`src/rtl/antares_reg_file_mp_if.sv`:
```
// Bus between decode/writeback and the Antares GPR file.
// The master drives addresses and write data; the slave returns read data and readiness.
interface antares_reg_file_mp_if #(
    parameter int DATA_WIDTH = 32,
    parameter int ADDR_WIDTH = 5,
    parameter int NUM_READ   = 2
);
    logic [NUM_READ*ADDR_WIDTH-1:0] gpr_ra;
    logic [NUM_READ*DATA_WIDTH-1:0] gpr_rd;
    logic [ADDR_WIDTH-1:0]          gpr_wa;
    logic [DATA_WIDTH-1:0]          gpr_wd;
    logic                           gpr_we;
    logic                           gpr_ready;

    modport master (
        output gpr_ra,
        output gpr_wa,
        output gpr_wd,
        output gpr_we,
        input  gpr_rd,
        input  gpr_ready
    );

    modport slave (
        input  gpr_ra,
        input  gpr_wa,
        input  gpr_wd,
        input  gpr_we,
        output gpr_rd,
        output gpr_ready
    );
endinterface

```
`src/rtl/antares_reg_file_mp.sv`:
```
// Antares GPR file: one write port, NUM_READ combinational read ports, self-clearing after reset.
// Optional hard-wired zero entry 0 and optional write-to-read bypass.
module antares_reg_file_mp #(
    parameter int DATA_WIDTH = 32,
    parameter int ADDR_WIDTH = 5,
    parameter int NUM_READ   = 2,
    parameter int ZERO_REG   = 1,
    parameter int BYPASS     = 1
) (
    input  logic                       clk,
    input  logic                       rst_n,
    antares_reg_file_mp_if.slave       bus
);
    localparam int DEPTH = 2 ** ADDR_WIDTH;

    typedef enum logic {
        CLEAR = 1'b0,
        RUN   = 1'b1
    } state_t;

    state_t                  state;
    state_t                  state_nxt;
    logic [ADDR_WIDTH-1:0]   clr_idx;
    logic [ADDR_WIDTH-1:0]   clr_idx_nxt;
    logic [DATA_WIDTH-1:0]   mem [DEPTH];
    logic                    wr_ok;
    logic [ADDR_WIDTH-1:0]   ra;
    logic [NUM_READ*DATA_WIDTH-1:0] rd_all;

    always_ff @(posedge clk) begin
        if (!rst_n) begin
            state   <= CLEAR;
            clr_idx <= '0;
        end else begin
            state   <= state_nxt;
            clr_idx <= clr_idx_nxt;
        end
    end

    // The sweep ends on the edge that clears the last entry; clr_idx wraps back to 0 there.
    always_comb begin
        state_nxt   = state;
        clr_idx_nxt = clr_idx;
        case (state)
            CLEAR: begin
                clr_idx_nxt = clr_idx + 1'b1;
                if (&clr_idx) begin
                    state_nxt = RUN;
                end
            end
            RUN: begin
                state_nxt = RUN;
            end
            default: begin
                state_nxt = CLEAR;
            end
        endcase
    end

    always_comb begin
        wr_ok = rst_n && (state == RUN) && bus.gpr_we;
        if ((ZERO_REG != 0) && (bus.gpr_wa == '0)) begin
            wr_ok = 1'b0;
        end
    end

    always_ff @(posedge clk) begin
        if (rst_n) begin
            if (state == CLEAR) begin
                mem[clr_idx] <= '0;
            end else if (wr_ok) begin
                mem[bus.gpr_wa] <= bus.gpr_wd;
            end
        end
    end

    always_comb begin
        rd_all = '0;
        ra     = '0;
        for (int k = 0; k < NUM_READ; k++) begin
            ra = bus.gpr_ra[k*ADDR_WIDTH +: ADDR_WIDTH];
            if (state == CLEAR) begin
                rd_all[k*DATA_WIDTH +: DATA_WIDTH] = '0;
            end else if ((ZERO_REG != 0) && (ra == '0)) begin
                rd_all[k*DATA_WIDTH +: DATA_WIDTH] = '0;
            end else if ((BYPASS != 0) && wr_ok && (ra == bus.gpr_wa)) begin
                rd_all[k*DATA_WIDTH +: DATA_WIDTH] = bus.gpr_wd;
            end else begin
                rd_all[k*DATA_WIDTH +: DATA_WIDTH] = mem[ra];
            end
        end
    end

    assign bus.gpr_rd    = rd_all;
    assign bus.gpr_ready = (state == RUN);
endmodule

```
`src/flat_wrapper.sv`:
```
// flat-port wrapper written by rule: the top's interface ports become plain ports
module antares_reg_file_mp_flat 
#(
    parameter int DATA_WIDTH = 32,
    parameter int ADDR_WIDTH = 5,
    parameter int NUM_READ   = 2,
    parameter int ZERO_REG   = 1,
    parameter int BYPASS     = 1
)
  (clk, rst_n, bus_gpr_ra, bus_gpr_wa, bus_gpr_wd, bus_gpr_we, bus_gpr_rd, bus_gpr_ready);
  antares_reg_file_mp_if #(.DATA_WIDTH(DATA_WIDTH), .ADDR_WIDTH(ADDR_WIDTH), .NUM_READ(NUM_READ)) bus_i ();
  input  logic clk;
  input  logic rst_n;
  input wire logic [$bits(bus_i.gpr_ra)-1:0] bus_gpr_ra;
  input wire logic [$bits(bus_i.gpr_wa)-1:0] bus_gpr_wa;
  input wire logic [$bits(bus_i.gpr_wd)-1:0] bus_gpr_wd;
  input wire logic [$bits(bus_i.gpr_we)-1:0] bus_gpr_we;
  output wire logic [$bits(bus_i.gpr_rd)-1:0] bus_gpr_rd;
  output wire logic [$bits(bus_i.gpr_ready)-1:0] bus_gpr_ready;
  assign bus_i.gpr_ra = bus_gpr_ra;
  assign bus_i.gpr_wa = bus_gpr_wa;
  assign bus_i.gpr_wd = bus_gpr_wd;
  assign bus_i.gpr_we = bus_gpr_we;
  assign bus_gpr_rd = bus_i.gpr_rd;
  assign bus_gpr_ready = bus_i.gpr_ready;
  antares_reg_file_mp #(.DATA_WIDTH(DATA_WIDTH), .ADDR_WIDTH(ADDR_WIDTH), .NUM_READ(NUM_READ), .ZERO_REG(ZERO_REG), .BYPASS(BYPASS)) u_core (.clk(clk), .rst_n(rst_n), .bus(bus_i));
endmodule
```
`config.mk`:
```
export PLATFORM = sky130hd
export DESIGN_NAME = antares_reg_file_mp_flat
export DESIGN_NICKNAME = d
export VERILOG_FILES = /design/src/rtl/antares_reg_file_mp_if.sv /design/src/rtl/antares_reg_file_mp.sv /design/src/flat_wrapper.sv
export SDC_FILE = /design/constraint.sdc
export NUM_CORES = 1
export LEC_CHECK = 0
export CELL_PAD_IN_SITES_DETAIL_PLACEMENT = 1
export CELL_PAD_IN_SITES_GLOBAL_PLACEMENT = 2
export CORE_UTILIZATION = 43
export DETAILED_ROUTE_END_ITERATION = 10
export PLACE_DENSITY_LB_ADDON = 0.1
export SKIP_CTS_REPAIR_TIMING = 1
export SLEW_MARGIN = 20
export SYNTH_ARGS = -nofsm -noshare
export SYNTH_HDL_FRONTEND = slang
export SYNTH_SLANG_ARGS = --single-unit
export TNS_END_PERCENT = 20
```
`constraint.sdc`:
```
create_clock -name clk -period 3.5 [get_ports clk]
set_input_delay 0.35 -clock clk [delete_from_list [all_inputs] [get_ports clk]]
set_output_delay 0.35 -clock clk [all_outputs]
set_load 0.02 [all_outputs]
```
==> metrics.yaml, run 1 <==
powerDensity_nw_per_um2: 469
syn_area_um2: 49500
setup_ws_ps: 44.0
synth_cell_types: 69
cp.arrival_ps: 3110
setup_violations: 0
critPathSlowestCell: "clkdlybuf4s50_1"
fp-row-count: 124
cts_tree: "yes"
crit_cells: 11
slew_viol_final: 0
hold_violations: 0
clk_pin_slew_ps: 60
hold-worst-slack_ps: 388
cp-startpoint: "bus_gpr_ra[6]"
clk_latency_ps: 700
grt_use_total_pct: 32.4
tightest_slew_ps: 1150
r2r_cells: 8
route.detailed.drc: 0
yosysSeqAreaShare_pct: 62.3
cts_inserted_buffers: 113
period_minus_slack_ps: 3460
syn_nets: 2972
critPathCaptureType: "primary output"
gr-usage-met3_pct: 4.99
finClkSkew_ps: 15.5
grt_pass1_wl_um: 264000
fill_cells: 10500
clock-sinks: 1030
synth-main-ff-cell: "edfxtp_1"
critPathBufInv: 5
crit_top_cell: "nor3_1"
relSlewSlack_pct: 23.2
synth_edf_count: 1024
syn_to_final_growth_pct: 18.7
drtPass1Iterations: 8
synth_top_area_cell: "edfxtp_1"
rrSetupSlack_ps: 580
dieArea_um2: 117000
grt_start_max_net_pins: 45
syn_inst: 2920
synth_fa_ha_area_share_pct: 0.0505
setup_tns_ps: 0
clockBufferDepth: 3
postLayoutCoreUtil_pct: 51.5
crit_chain: "buf_6, buf_4, nand2b_2, buf_12, o221ai_1, o22ai_1, nor3_1, nor3_1, buf_4, nor3_1, clkdlybuf4s50_1"
portBuffers: 114
drt-wirelength-per-cell_um: 39.5
vias: 32700
postRouteAntennaNets: 0
synth-simple-area-share_pct: 3.01
critPathMaxFanout: 25
post-route-period-util_pct: 98.7
cpPeakStageDelay_ps: 630
overflow: 0
start_util_pct: 43.4
cts_max_level: 3
clock-root-buffer: "clkbuf_16"
crit_family: "buffers and inverters"
core-area_um2: 114000
top_usage_layer: "met2"
synth-seq-cells: 1030
drive_above_1_share_pct: 26.6
synth_top_family_by_area: "multiplexers"
max_cap_violations: 0
rsz0062_at_grt: "false"
dp_slack_ps: -60.9
use_met2_pct: 54.3
drtIter0Drc: 3391
synth-async-reset-ratio_pct: 0
gp_congestion: 0.841
reg2reg_to: "u_core.mem[13][19]"
drt-total-wl_um: 190000
synth_compound_area_share_pct: 7.97
io_pins: 115
antenna_found_initial: 2
synth_area_leaders: "edfxtp_1 62%, mux4_2 14%, mux2i_1 8.9%"
timing.rr.start: "u_core.bus.gpr_ready"
crit_type: "input port to primary output"
synth_top_area_share_pct: 62.1
syn_area_per_cell_um2: 17.0
outcome: "completed"
hpwl_um: 115000
fin_nets: 3252
critPathLaunchType: "input port"
die_w_um: 341
clock.fmax_mhz: 289
peakVddDrop_mv: 0.489
met1_usage_pct: 42.4
yosys_warnings: 0
grt_pass1_vias: 34500
via_per_inst: 6.79
die_height_um: 341
synthMuxAreaShare_pct: 23.5
p_leak_nw: 19.2
cp_data_required_time_ps: 3150
crit_end: "bus_gpr_rd[48]"
hold_path.class: "input port to flop"
yosys.area_share.xor_xnor_pct: 0.195
[where the power goes]
group	total [mW]	switching, mW	leakage (nW)	internal [mW]
Sequential	13.5	0.0441	8.51	13.4
Combinational	2.43	1.43	9.00	0.997
Clock	11.7	5.03	1.74	6.65
[kinds of logic (layout without fill, tap and decap cells)]
| logic type | count (synthesis) | in the layout |
|---|---|---|
| buf+inv | 256 | 631 |
| other cells | 0 | 1 |
| compound gates | 550 | 550 |
| xor+xnor | 11 | 11 |
| fa+ha+maj | 2 | 2 |
| simple gates | 307 | 307 |
| mux | 764 | 764 |
| flops | 1030 | 1030 |
[synth_stat cells (11+ instances only)]
master / count
a21o_1: 18
a21oi_1: 77
a22o_1: 12
a31oi_1: 19
a32o_1: 14
and2_1: 45
buf_1: 13
buf_2: 53
buf_4: 37
buf_6: 31
clkbuf_1: 103
edfxtp_1: 1024
inv_1: 11
mux2i_1: 440
mux4_2: 316
nand2_1: 53
nand3_1: 22
nor2_1: 89
nor3_1: 61
o21ai_0: 33
o21ai_1: 23
o221ai_1: 155
o22ai_1: 128
o31ai_1: 14
[layout make-up]
cell class	count	area, µm²	area share (%)
flip-flops and latches	1030	30900	52.5
multi-input cells	1634	17600	29.9
repair buffers	408	4830	8.22
clock buffers	138	2960	5.04
well taps	1512	1890	3.22
clock inverters	72	589	1.00
inverters	13	51.3	0.0873
diodes	1	2.50	0.00426
[worst min-delay path by stage]
stage | from | to | slack (ps) | depth (start not counted)
floorplan | rst_n | u_core.bus.gpr_ready | 470 | 1
global placement | u_core.clr_idx[3] | u_core.clr_idx[3] | 570 | 2
detailed placement | u_core.clr_idx[3] | u_core.clr_idx[3] | 610 | 2
CTS | rst_n | u_core.bus.gpr_ready | 350 | 3
global route | rst_n | u_core.clr_idx[1] | 380 | 3
finish | rst_n | u_core.bus.gpr_ready | 390 | 3
[sequential cells by signal, indices dropped and copies added, names as in the netlist]
name                  flops
u_core.bus.gpr_ready      1
u_core.clr_idx            5
u_core.mem             1024
[per-layer routing]
layer,wire length [µm],vias up
met5,13,-
met4,8340,2
met3,12300,371
met2,93300,1522
met1,75800,17800
li1,-,13000
[placed cells by master (no fill, tap or decap), types with 51 or more instances in the layout]
cell	instances
nor2_1	57
buf_4	186
mux4_2	316
buf_12	111
clkdlybuf4s50_1	76
a21oi_1	76
clkbuf_16	116
mux2i_1	440
nand2_1	51
o221ai_1	153
o22ai_1	128
edfxtp_1	1024
nor3_1	57
[through the flow]
stage	total power [mW]	cells	instance area [µm²]
2_1_floorplan	15.1	2920	49500
6_report	27.6	4808	58800
3_5_place_dp	16.1	4596	55000
3_3_place_gp	16.1	4594	55000
5_1_grt	28.2	4808	58800
4_1_cts	27.7	4806	58600
[worst reg2reg max path, stage by stage (launching register included)]
cell,delay [ps]
dfxtp_1,340
and3_1,190
o21a_2,210
buf_4,170
buf_4,320
nor3b_1,120
a31oi_2,900
nor2_4,130
buf_12,230
Power figures use the tool's default switching activity.
==> run 2, diff against run 1 <==
--- a/config.mk
+++ b/config.mk
@@ -7,9 +7,11 @@
 export LEC_CHECK = 0
 export CELL_PAD_IN_SITES_DETAIL_PLACEMENT = 1
 export CELL_PAD_IN_SITES_GLOBAL_PLACEMENT = 2
+export CORE_MARGIN = 5
 export CORE_UTILIZATION = 43
 export DETAILED_ROUTE_END_ITERATION = 10
 export PLACE_DENSITY_LB_ADDON = 0.1
+export REMOVE_ABC_BUFFERS = 1
 export SKIP_CTS_REPAIR_TIMING = 1
 export SLEW_MARGIN = 20
 export SYNTH_ARGS = -nofsm -noshare
==> run 2 against run 1 <==
Effect of this change: the flow now finishes with violations (negative setup slack); worst setup slack got worse by 75 ps; global-route usage fell by 2.2 points; critical endpoint is now bus_gpr_rd[20]; sequential share of layout area fell by 0.12 points; hold slack improved by 47 ps; total power fell by 0.13%.
==> metrics.yaml, run 2 (synthesized netlist as in run 1, its figures left out) <==
outcome: "finished, violations left"  # was completed
violations: "negative setup slack"
via_per_inst: 6.75  # was 6.79
layout_common_cells: "1024 x edfxtp_1, 440 x mux2i_1, 316 x mux4_2"  # unchanged
die_w_um: 349  # was 341 µm
dieArea_um2: 122000  # was 117000 µm²
setup_ws_ps: -30.9  # was 44.0 ps
drtIter0Drc: 3462  # was 3391
crit_family: "buffers and inverters"  # unchanged
drt-total-wl_um: 188000  # was 190000 µm
peakVddDrop_mv: 0.414  # was 0.489 mV
cp.arrival_ps: 3180  # was 3110 ps
tightest_slew_ps: 1090  # was 1150 ps
largest-register: "u_core.mem"  # unchanged
clock.fmax_mhz: 283  # was 289 MHz
grt_use_total_pct: 30.2  # was 32.4%
period_minus_slack_ps: 3530  # was 3460 ps
grt_start_max_net_pins: 58  # was 45
finClkSkew_ps: 35.5  # was 15.5 ps
fp-row-count: 124  # unchanged
fill_cells: 10400  # was 10500
max_cap_violations: 0  # unchanged
hold_violations: 0  # unchanged
setup_violations: 1  # was 0
mostFrequentLayoutCell: "edfxtp_1"  # unchanged
cts_tree: "yes"  # unchanged
post-route-period-util_pct: 101  # was 98.7%
grt_pass1_wl_um: 262000  # was 264000 µm
placed_area_um2: 55100  # was 55000 µm²
relSlewSlack_pct: 27.3  # was 23.2%
clk_pin_slew_ps: 60  # about the same
hold_path.class: "input port to flop"  # unchanged
drt-wirelength-per-cell_um: 39.0  # was 39.5 µm
crit_chain: "mux2i_1, o221ai_1, o22ai_1, nor3_1, nor3_1, buf_4, nor3_2, clkdlybuf4s50_1"  # was buf_6, buf_4, nand2b_2, buf_12, o221ai_1, o22ai_1, nor3_1, nor3_1, buf_4, nor3_1, clkdlybuf4s50_1
io_pins: 115  # unchanged
overflow: 0  # unchanged
crit_top_cell: "nor3_1"  # unchanged
clock-root-buffer: "clkbuf_16"  # unchanged
cts_inserted_buffers: 111  # was 113
clockBufferDepth: 3  # unchanged
critPathBufInv: 2  # was 5
drive_above_1_share_pct: 26.5  # was 26.6%
critPathSlowestCell: "clkdlybuf4s50_1"  # unchanged
p_leak_nw: 19.5  # was 19.2 nW
drtPass1Iterations: 6  # was 8
hpwl_um: 116000  # was 115000 µm
core-area_um2: 114000  # about the same
final_area_um2: 58900  # was 58800 µm²
antenna_found_initial: 3  # was 2
route.detailed.drc: 0  # unchanged
whs_path_depth: 3  # unchanged
grt_pass1_vias: 34100  # was 34500
syn_to_final_growth_pct: 19.0  # was 18.7%
start_util_pct: 43.3  # was 43.4%
powerDensity_nw_per_um2: 468  # was 469 nW/µm²
crit_cells: 8  # was 11
hold-worst-slack_ps: 435  # was 388 ps
crit_type: "flop to primary output"  # was input port to primary output
cpPeakStageDelay_ps: 720  # was 630 ps
critPathLaunchType: "flop"  # was input port
cts_max_level: 3  # unchanged
slew_viol_final: 0  # unchanged
gp_congestion: 0.837  # was 0.841
rsz0062_at_grt: "true"  # was false
largest_register_ffs: 1024  # unchanged
portBuffers: 114  # unchanged
critPathCaptureType: "primary output"  # unchanged
cp_data_required_time_ps: 3150  # about the same
setup_tns_ps: -30.9  # was 0 ps
critPathMaxFanout: 2  # was 25
fin_nets: 3264  # was 3252
clock-sinks: 1030  # unchanged
vias: 32500  # was 32700
clk_latency_ps: 710  # was 700 ps
postRouteAntennaNets: 0  # unchanged
die_height_um: 349  # was 341 µm
r2r_cells: 5  # was 8
power_mw: 27.6  # about the same
-- run 2: cell count changes in the layout (fill, tap and decap cells not counted), sizes merged --
cell	delta
clkdlybuf4s50	-8
clkinv	+7
inv	-4
bufinv	+2
clkbuf	-5
dlymetal6s2s	+5
clkinvlp	-5
buf	+17
-- run 2: path summary, 6_finish.rpt --
path	endpoint	slack (ps)	from
setup / recovery	bus_gpr_rd[20]	-30	u_core.mem[24][20]
hold / removal	u_core.bus.gpr_ready	440	rst_n
setup reg to reg	u_core.mem[26][29]	580	u_core.bus.gpr_ready
hold reg to reg	u_core.clr_idx[4]	660	u_core.clr_idx[4]
-- run 2: layer usage --
| layer | vias to the layer above | global-route usage, % | wire (µm) |
|---|---|---|---|
| met5 | - | 0 | 10 |
| li1 | 13000 | - | - |
| met1 | 17600 | 39.5 | 73300 |
| met3 | 413 | 5.44 | 14000 |
| met2 | 1544 | 50.4 | 91500 |
| met4 | 2 | 12.3 | 8900 |
-- run 2: stage by stage --
| stage | instances | utilization [%] | worst slack [ps] |
|---|---|---|---|
| 4_1_cts | 4811 | 51.3 | -396 |
| 3_5_place_dp | 4606 | 48.2 | -364 |
| 2_1_floorplan | 2677 | - | -153 |
| 5_1_grt | 4816 | 51.5 | -225 |
| 3_3_place_gp | 4606 | 48.2 | -365 |
| 6_report | 4817 | 51.5 | -30.9 |
-- run 2: final cells by class --
cell class              instances  area (µm²)  area share [%]
repair buffers                422        4960            8.42
well taps                    1512        1890            3.21
clock buffers                 133        2950            5.00
inverters                      13        51.3          0.0871
clock inverters                72         618            1.05
multi-input cells            1634       17600            29.8
diodes                          1        2.50         0.00425
flip-flops and latches       1030       30900            52.4
-- run 2: tightest hold or removal path: cells and delay by family --
kind / cells / cell delay, ps
AOI/OAI and AO/OA: 1 / 110
buffers and inverters: 2 / 610
-- run 2: where the power goes --
group / switching (mW) / total [mW] / internal (mW)
clock: 4.93 / 11.7 / 6.75
combinational: 1.40 / 2.38 / 0.983
sequential: 0.0408 / 13.5 / 13.4
total: 6.38 / 27.6 / 21.2
